<file path="src/rtl/keypad_time_entry_if.sv">
`default_nettype none
// ============================================================================
// Module      : keypad_time_entry_if
// Description : Keypad / timer-chain signal bundle for keypad_time_entry.
// Revision    : 1.0 - initial release
// ============================================================================
interface keypad_time_entry_if;
  logic       key_valid;
  logic [3:0] key_code;
  logic       timer_zero;
  logic       load;
  logic       stop;
  logic       timer_clear;
  logic [3:0] bcd_min_t;
  logic [3:0] bcd_min_u;
  logic [3:0] bcd_sec_t;
  logic [3:0] bcd_sec_u;
  logic       running;
  logic       done;
  logic       error;

  modport master (
    output key_valid, key_code, timer_zero,
    input  load, stop, timer_clear, bcd_min_t, bcd_min_u, bcd_sec_t, bcd_sec_u,
    input  running, done, error
  );

  modport slave (
    input  key_valid, key_code, timer_zero,
    output load, stop, timer_clear, bcd_min_t, bcd_min_u, bcd_sec_t, bcd_sec_u,
    output running, done, error
  );
endinterface
`default_nettype wire

</file>
<file path="src/rtl/keypad_time_entry.sv">
`default_nettype none
// ============================================================================
// Module      : keypad_time_entry
// Description : Microwave timer front end: MM:SS keypad entry, validation and
//               run/pause/cancel/done supervision. Optional macro QUICK_START_EN
//               enables a 30 s quick start from IDLE.
// Revision    : 1.0 - initial release
// ============================================================================
module keypad_time_entry #(
  parameter int DONE_CYCLES = 8
) (
  input  logic                clk_i,
  input  logic                reset_i,
  keypad_time_entry_if.slave  bus
);

  localparam int         C_DCNT_W    = $clog2(DONE_CYCLES + 1);
  localparam logic [3:0] C_KEY_START = 4'd10;
  localparam logic [3:0] C_KEY_CANCEL = 4'd11;

  typedef enum logic [2:0] {
    IDLE  = 3'd0,
    ENTRY = 3'd1,
    LOAD  = 3'd2,
    RUN   = 3'd3,
    PAUSE = 3'd4,
    DONE  = 3'd5
  } state_t;

  state_t              state_q, state_d;
  logic [15:0]         buf_q, buf_d;
  logic [2:0]          cnt_q, cnt_d;
  logic [C_DCNT_W-1:0] dcnt_q, dcnt_d;
  logic                load_q, load_d;
  logic                clear_q, clear_d;
  logic                stop_q, stop_d;
  logic                running_q, running_d;
  logic                done_q, done_d;
  logic                error_q, error_d;

  logic w_digit, w_start, w_cancel, w_buf_ok;

  assign w_digit  = bus.key_valid && (bus.key_code <= 4'd9);
  assign w_start  = bus.key_valid && (bus.key_code == C_KEY_START);
  assign w_cancel = bus.key_valid && (bus.key_code == C_KEY_CANCEL);
  assign w_buf_ok = (buf_q != 16'h0000) && (buf_q[7:4] <= 4'd5);

  always_comb begin
    state_d = state_q;
    buf_d   = buf_q;
    cnt_d   = cnt_q;
    dcnt_d  = dcnt_q;
    error_d = 1'b0;
    clear_d = 1'b0;

    case (state_q)
      IDLE: begin
        if (w_digit) begin
          buf_d   = {buf_q[11:0], bus.key_code};
          cnt_d   = cnt_q + 3'd1;
          state_d = ENTRY;
        end
`ifdef QUICK_START_EN
        else if (w_start) begin
          buf_d   = 16'h0030;
          cnt_d   = 3'd2;
          state_d = LOAD;
        end
`endif
      end
      ENTRY: begin
        if (w_digit && (cnt_q < 3'd4)) begin
          buf_d = {buf_q[11:0], bus.key_code};
          cnt_d = cnt_q + 3'd1;
        end else if (w_start) begin
          if (w_buf_ok) state_d = LOAD;
          else          error_d = 1'b1;
        end else if (w_cancel) begin
          buf_d   = 16'h0000;
          cnt_d   = 3'd0;
          state_d = IDLE;
        end
      end
      LOAD: state_d = RUN;
      RUN: begin
        // Zero flag outranks a simultaneous CANCEL
        if (bus.timer_zero) begin
          state_d = DONE;
          dcnt_d  = C_DCNT_W'(DONE_CYCLES);
        end else if (w_cancel) begin
          state_d = PAUSE;
        end
      end
      PAUSE: begin
        if (w_start) begin
          state_d = RUN;
        end else if (w_cancel) begin
          clear_d = 1'b1;
          buf_d   = 16'h0000;
          cnt_d   = 3'd0;
          state_d = IDLE;
        end
      end
      DONE: begin
        if (w_cancel || (dcnt_q <= C_DCNT_W'(1))) begin
          buf_d   = 16'h0000;
          cnt_d   = 3'd0;
          state_d = IDLE;
        end else begin
          dcnt_d = dcnt_q - C_DCNT_W'(1);
        end
      end
      default: state_d = IDLE;
    endcase

    load_d    = (state_d == LOAD);
    stop_d    = (state_d != RUN);
    running_d = (state_d == RUN);
    done_d    = (state_d == DONE);
  end

  always_ff @(posedge clk_i or posedge reset_i) begin
    if (reset_i) begin
      state_q   <= IDLE;
      buf_q     <= 16'h0000;
      cnt_q     <= 3'd0;
      dcnt_q    <= '0;
      load_q    <= 1'b0;
      clear_q   <= 1'b0;
      stop_q    <= 1'b1;
      running_q <= 1'b0;
      done_q    <= 1'b0;
      error_q   <= 1'b0;
    end else begin
      state_q   <= state_d;
      buf_q     <= buf_d;
      cnt_q     <= cnt_d;
      dcnt_q    <= dcnt_d;
      load_q    <= load_d;
      clear_q   <= clear_d;
      stop_q    <= stop_d;
      running_q <= running_d;
      done_q    <= done_d;
      error_q   <= error_d;
    end
  end

  assign bus.load        = load_q;
  assign bus.stop        = stop_q;
  assign bus.timer_clear = clear_q;
  assign bus.bcd_min_t   = buf_q[15:12];
  assign bus.bcd_min_u   = buf_q[11:8];
  assign bus.bcd_sec_t   = buf_q[7:4];
  assign bus.bcd_sec_u   = buf_q[3:0];
  assign bus.running     = running_q;
  assign bus.done        = done_q;
  assign bus.error       = error_q;

endmodule
`default_nettype wire

</file>
<file path="src/flat_wrapper.sv">
// flat-port wrapper written by rule: the top's interface ports become plain ports
module keypad_time_entry_flat 
#(
  parameter int DONE_CYCLES = 8
)
  (clk_i, reset_i, bus_key_valid, bus_key_code, bus_timer_zero, bus_load, bus_stop, bus_timer_clear, bus_bcd_min_t, bus_bcd_min_u, bus_bcd_sec_t, bus_bcd_sec_u, bus_running, bus_done, bus_error);
  keypad_time_entry_if bus_i ();
  input  logic clk_i;
  input  logic reset_i;
  input wire logic [$bits(bus_i.key_valid)-1:0] bus_key_valid;
  input wire logic [$bits(bus_i.key_code)-1:0] bus_key_code;
  input wire logic [$bits(bus_i.timer_zero)-1:0] bus_timer_zero;
  output wire logic [$bits(bus_i.load)-1:0] bus_load;
  output wire logic [$bits(bus_i.stop)-1:0] bus_stop;
  output wire logic [$bits(bus_i.timer_clear)-1:0] bus_timer_clear;
  output wire logic [$bits(bus_i.bcd_min_t)-1:0] bus_bcd_min_t;
  output wire logic [$bits(bus_i.bcd_min_u)-1:0] bus_bcd_min_u;
  output wire logic [$bits(bus_i.bcd_sec_t)-1:0] bus_bcd_sec_t;
  output wire logic [$bits(bus_i.bcd_sec_u)-1:0] bus_bcd_sec_u;
  output wire logic [$bits(bus_i.running)-1:0] bus_running;
  output wire logic [$bits(bus_i.done)-1:0] bus_done;
  output wire logic [$bits(bus_i.error)-1:0] bus_error;
  assign bus_i.key_valid = bus_key_valid;
  assign bus_i.key_code = bus_key_code;
  assign bus_i.timer_zero = bus_timer_zero;
  assign bus_load = bus_i.load;
  assign bus_stop = bus_i.stop;
  assign bus_timer_clear = bus_i.timer_clear;
  assign bus_bcd_min_t = bus_i.bcd_min_t;
  assign bus_bcd_min_u = bus_i.bcd_min_u;
  assign bus_bcd_sec_t = bus_i.bcd_sec_t;
  assign bus_bcd_sec_u = bus_i.bcd_sec_u;
  assign bus_running = bus_i.running;
  assign bus_done = bus_i.done;
  assign bus_error = bus_i.error;
  keypad_time_entry #(.DONE_CYCLES(DONE_CYCLES)) u_core (.clk_i(clk_i), .reset_i(reset_i), .bus(bus_i));
endmodule
</file>
<file path="config.mk">
export PLATFORM = sky130hd
export DESIGN_NAME = keypad_time_entry_flat
export DESIGN_NICKNAME = d
export VERILOG_FILES = /design/src/rtl/keypad_time_entry_if.sv /design/src/rtl/keypad_time_entry.sv /design/src/flat_wrapper.sv
export SDC_FILE = /design/constraint.sdc
export NUM_CORES = 1
export LEC_CHECK = 0
export ABC_AREA = 1
export ABC_CLOCK_PERIOD_IN_PS = 1900
export CAP_MARGIN = 20
export CORE_UTILIZATION = 55
export CTS_CLUSTER_DIAMETER = 80
export DETAILED_ROUTE_END_ITERATION = 10
export DONT_BUFFER_PORTS = 1
export PLACE_DENSITY = 0.7
export SLEW_MARGIN = 25
export SYNTH_ARGS = -nofsm -noshare
export SYNTH_HDL_FRONTEND = slang
export SYNTH_SLANG_ARGS = --single-unit
export TNS_END_PERCENT = 1
</file>
<file path="constraint.sdc">
create_clock -name clk_i -period 1.9 [get_ports clk_i]
set_input_delay 0.19 -clock clk_i [delete_from_list [all_inputs] [get_ports clk_i]]
set_output_delay 0.19 -clock clk_i [all_outputs]
set_load 0.1 [all_outputs]
</file>
Yosys cells after proc, flatten, opt, wreduce, memory -nomap -nowiden
Index checks and enable logic that the tools add are counted.
{ "totals": {"ff_bits": 32, "inputBits": 8, "output_inout_bits": 22, "elab_cells": 75} }
{ "classes": {"n_addsub": 2, "magnitude_cmp": 4, "n_eq_ne": 15, "muxes": 32, "reduce_logical": 12} }
{ "ops": {"columns": ["operator", "n"], "rows": [
  ["2-to-1 mux 16 bit", 5],
  ["one-hot mux 16 bit (4 select lines)", 1],
  ["2-to-1 mux 3 bit", 14],
  ["one-hot mux 3 bit (6 select lines)", 1],
  ["nonzero test 16 bit", 1],
  ["== test 3 x 2 -> 1 bit (second input constant)", 4],
  ["one-hot mux 3 bit (4 select lines)", 1],
  ["== test 3 bit (second input constant)", 3],
  ["== test 4 bit (second input constant)", 2],
  ["2-to-1 mux 4 bit", 2],
  ["one-hot mux 4 bit (2 select lines)", 1],
  ["2-to-1 mux 1 bit", 7],
  ["AND reduction 3 bit", 2],
  ["logical AND 1 bit", 5],
  ["less-or-equal comparator 4 x 1 -> 1 bit (second input constant)", 1],
  ["less-or-equal comparator 4 x 3 -> 1 bit (second input constant)", 1],
  ["less-or-equal comparator 4 bit (second input constant)", 1],
  ["!= test 2 x 1 -> 1 bit (second input constant)", 2],
  ["!= test 2 bit (second input constant)", 2],
  ["nonzero test 4 bit", 1],
  ["subtractor 4 x 1 -> 4 bit (second input constant)", 1],
  ["adder 3 x 1 -> 3 bit (second input constant)", 1],
  ["== test 3 x 1 -> 1 bit (second input constant)", 1],
  ["zero test 3 bit", 1],
  ["other kinds (4)", 4]
]} }

Longest topological paths before layout
{ "depth": {"depth_word": 7, "ltp_mapped": 12, "depth_no_buf": 11} }

Worst setup path before layout
Ideal clock, no wire load.
{ "synth_path": {"kind": "register to register", "start": "reg u_core.buf_q[1]", "end": "reg u_core.state_q[0]", "t_arrival_ns": 1.499, "slack_ns": 0.284, "stages_incl_launch_ff": 10, "path_buffers": 0, "synth_period_minus_slack_ns": 1.616, "path_cell_list": "dfrtp_1 nor2_1 nand2_1 nor2_1 nand2_1 nand2_1 nand2_1 nand3_1 nand2_1 nand2_1"} }
{ "synth_between": {"elab_chain_cells": 6} }
{ "synth_lines": {"columns": ["item", "line_no", "source"], "rows": [
  ["from (decl)", "keypad_time_entry.sv:31", "logic [15:0] buf_q, buf_d;"],
  ["from (signal assigned)", "keypad_time_entry.sv:136", "buf_q <= buf_d;"],
  ["nonzero test 16 bit", "keypad_time_entry.sv:46", "assign w_buf_ok = (buf_q != 16'h0000) && (buf_q[7:4] <= 4'd5);"],
  ["logical AND 1 bit", "keypad_time_entry.sv:46", null],
  ["2-to-1 mux 3 bit", "keypad_time_entry.sv:76", "if (w_buf_ok) state_d = LOAD;"],
  ["2-to-1 mux 3 bit", "keypad_time_entry.sv:75", "end else if (w_start) begin"],
  ["2-to-1 mux 3 bit", "keypad_time_entry.sv:72", "if (w_digit && (cnt_q < 3'd4)) begin"],
  ["one-hot mux 3 bit (6 select lines)", "keypad_time_entry.sv:56", "case (state_q)"],
  ["net u_core.state_d[0]", "keypad_time_entry.sv:30", "state_t state_q, state_d;"],
  ["to (signal assigned)", "keypad_time_entry.sv:135", "state_q <= state_d;"],
  ["to (decl)", "keypad_time_entry.sv:30", null]
]} }
The timed path passes the listed nets, and every way through them passes these cells.
A chain may end at the register's enable or synchronous reset.

Final worst setup path
{ "layout_path": {"start": "reg u_core.state_q[1]", "end": "reg u_core.state_q[1]"} }
{ "layout_between": {"elab_chain_cells": 4, "word_cells_on_any_way": 16} }
{ "layout_lines": {"columns": ["item", "line_no"], "rows": [
  ["2-to-1 mux 3 bit, on equally long branches", "keypad_time_entry.sv:78, keypad_time_entry.sv:97, keypad_time_entry.sv:76"],
  ["2-to-1 mux 3 bit", "keypad_time_entry.sv:75"],
  ["2-to-1 mux 3 bit", "keypad_time_entry.sv:72"],
  ["one-hot mux 3 bit (6 select lines) *", "keypad_time_entry.sv:56"],
  ["net u_core.state_d[1]", "keypad_time_entry.sv:30"]
]} }
Mark *: on every way through the listed nets, which the timed path passes. The rest lies on a longest branch.

==> flow_summary.json <==
{
  "grt_max_degree": 33,
  "clock-skew-final_ns": 0.0113,
  "root_buffer": "clkbuf_4",
  "min_to": "u_core.bus.timer_clear",
  "place_congestion": 0.850,
  "min_path_type": "in2reg",
  "dpl.hpwl_mm": 2.58,
  "use_met2_pct": 47.1,
  "slew_violations": 0,
  "ioPinCount": 30,
  "post-route-period-util_pct": 92.4,
  "first_pass_iters": 7,
  "endpoint_kind": "register",
  "synth_cells": 200,
  "use_met3_pct": 10.7,
  "routedWlPerCell_um": 14.8,
  "synth_ff_type": "dfrtp_1",
  "fin_tns_setup_ns": 0,
  "synth-edff-count": 0,
  "relSlewSlack_pct": 67.6,
  "synthToLayoutAreaGrowth_pct": 18.6,
  "via_per_inst": 5.67,
  "cts_buffers": 5,
  "start_util_pct": 59.5,
  "antenna_cells": 0,
  "synth_cell_types": 27,
  "seq_area_frac_synth_pct": 48.0,
  "final_nets": 243,
  "wl_mm": 3.90,
  "die_h_um": 57.1,
  "ff_latch_area_um2": 802,
  "core_area_mm2": 0.00281,
  "cp.arrival_ns": 2.04,
  "busiest_layer": "met2",
  "reg2reg_slack_ns": 0.15,
  "insertion_delay_ns": 0.34,
  "max_cap_violations": 0,
  "tritoncts": "done",
  "whs_path_depth": 2,
  "ys_ff_latch": 32,
  "dr_total_vias": 1498,
  "rsz0062_at_grt": "false",
  "yosysWarnings": 0,
  "hold_viol_final": 0,
  "yosys.area.top_type": "dfrtp_1",
  "synth_common_cells": "nand2_1, dfrtp_1, nand3_1",
  "netlist_area_mm2": 0.00167,
  "setup_violations": 0,
  "antenna_found_initial": 0,
  "synth_nets": 211,
  "synth_area_leaders": "dfrtp_1, nand2_1, nand3_1",
  "nFillCells": 221,
  "drive_above_1_share_pct": 21.0,
  "drtIter0Drc": 97,
  "critPathLaunchType": "register",
  "cts_num_sinks": 32,
  "multi_input_area_um2": 751,
  "synth_top_cell_area_share_pct": 46.4,
  "die_width_um": 57.1,
  "drtAntennaViolNets": 0,
  "crit-reg2reg-capture": "u_core.state_q[1]",
  "drcViolationCount": 5,
  "status": "finished with violations",
  "use_met1_pct": 28.0,
  "die_area_mm2": 0.00326,
  "reg2reg_depth": 6,
  "synth_most_common_cell": "nand2_1",
  "clk_transition_reported_paths_ns": 0.10,
  "fmax_ghz": 0.570,
  "worstMarginPinSlew_ns": 0.486,
  "row_count": 19,
  "critical_path_class": "reg2reg",
  "grt_pass1_vias": 1511,
  "avgSynthCellArea_um2": 8.35,
  "synthArstFlopShare_pct": 100,
  "violations": "DRC",
  "crit_required_ns": 2.19,
  "cp_max_fo": 9,
  "clock_path_buffers": 2,
  "hp-start": "bus_key_code[0]",
  "h-tree-depth": 2,
  "portBuffers": 0,
  "grt-ovfl-total": 0,
  "r2r-start": "u_core.state_q[1]",
  "grt_pass1_wl_mm": 6.46,
  "fin_crit_ns": 1.75,
  "grt_usage_pct": 26.6
}
per-stage QoR:
step           worst slack [ns]  instance area [um2]  util, %  hold WS, ns  std cells
5_1_grt                  0.0508                 1980     70.6      0.00227        264
3_5_place_dp            -0.0667                 1820     64.8        0.188        249
2_1_floorplan             0.284                 1670        -        0.305        200
4_1_cts                  0.0557                 1970     70.2      0.00182        263
3_3_place_gp             0.0480                 1820     64.8        0.184        249
6_report                  0.145                 1980     70.6       0.0227        264
per-layer routing:
layer	wire [um]	vias up	share of wire (%)
li1	-	707	-
met1	1490	723	38
met2	2000	57	51
met3	329	11	8.4
met4	85	0	2.2
met5	0	-	0
kinds of logic (layout without fill, tap and decap cells):
family	Yosys count	after routing	share of synthesized area [%]
buf+inv	22	54	7.72
simple gates	128	129	35.8
xor+xnor	3	3	1.57
compound gates	12	12	4.64
flops	32	32	48.0
fa+ha+maj	3	3	2.25
sequential cells by signal, summed over array words and instances, names as in the netlist:
register,count
u_core.buf_q,16
u_core.bus.done,1
u_core.bus.error,1
u_core.bus.load,1
u_core.bus.running,1
u_core.bus.stop,1
u_core.bus.timer_clear,1
u_core.cnt_q,3
u_core.dcnt_q,4
u_core.state_q,3
worst max-delay path by stage:
stage                       from                 to  cells past startpoint
3_3_place_gp    u_core.dcnt_q[0]    u_core.buf_q[7]                     11
3_5_place_dp    u_core.dcnt_q[0]    u_core.cnt_q[2]                     11
4_1_cts         u_core.dcnt_q[0]    u_core.cnt_q[2]                     11
5_1_grt        u_core.state_q[1]  u_core.state_q[1]                      6
6_report       u_core.state_q[1]  u_core.state_q[1]                      6
2_1_floorplan    u_core.buf_q[1]  u_core.state_q[0]                      9
worst max-delay path, cell delays in order, from the launching register on:
cell     delay, ns
dfrtp_1       0.64
nand3_1       0.37
nor2_1        0.31
nand3_1       0.11
nand3_1       0.14
inv_1         0.07
nand2_1       0.06
final cells by class:
class	instances	area share (%)
clock buffers	7	3.28
clock inverters	1	1.52
inverters	17	3.22
multi-input cells	147	37.9
flip-flops and latches	32	40.5
well taps	31	1.96
repair buffers	29	11.6
placed cells by master, fill, tap and decap left out, types with 3 or more instances in the layout:
cell,netlist,routed
o21ai_0,6,6
dlygate4sd3_1,0,5
nand2_1,64,64
nor2_4,2,3
nor2_1,18,18
inv_1,15,15
nand2_4,4,4
buf_4,1,24
nor3_1,3,3
nand3_2,3,3
ha_1,3,3
clkbuf_4,0,5
a21oi_1,3,3
dfrtp_1,31,31
nand3_1,29,29
what timing repair did:
item | in CTS | in global routing
cloned | 1 | 0
hold buffers | 5 | 0
resized for setup | 0 | 1
pin swaps | 1 | 1
setup endpoints to repair | 19 | 19
setup buffers | 0 | 1
hold endpoints to repair | 35 | 0
Power is left out: the tool's default activity adds up to more than one toggle a clock period on the data nets, which glitch-free logic cannot reach.
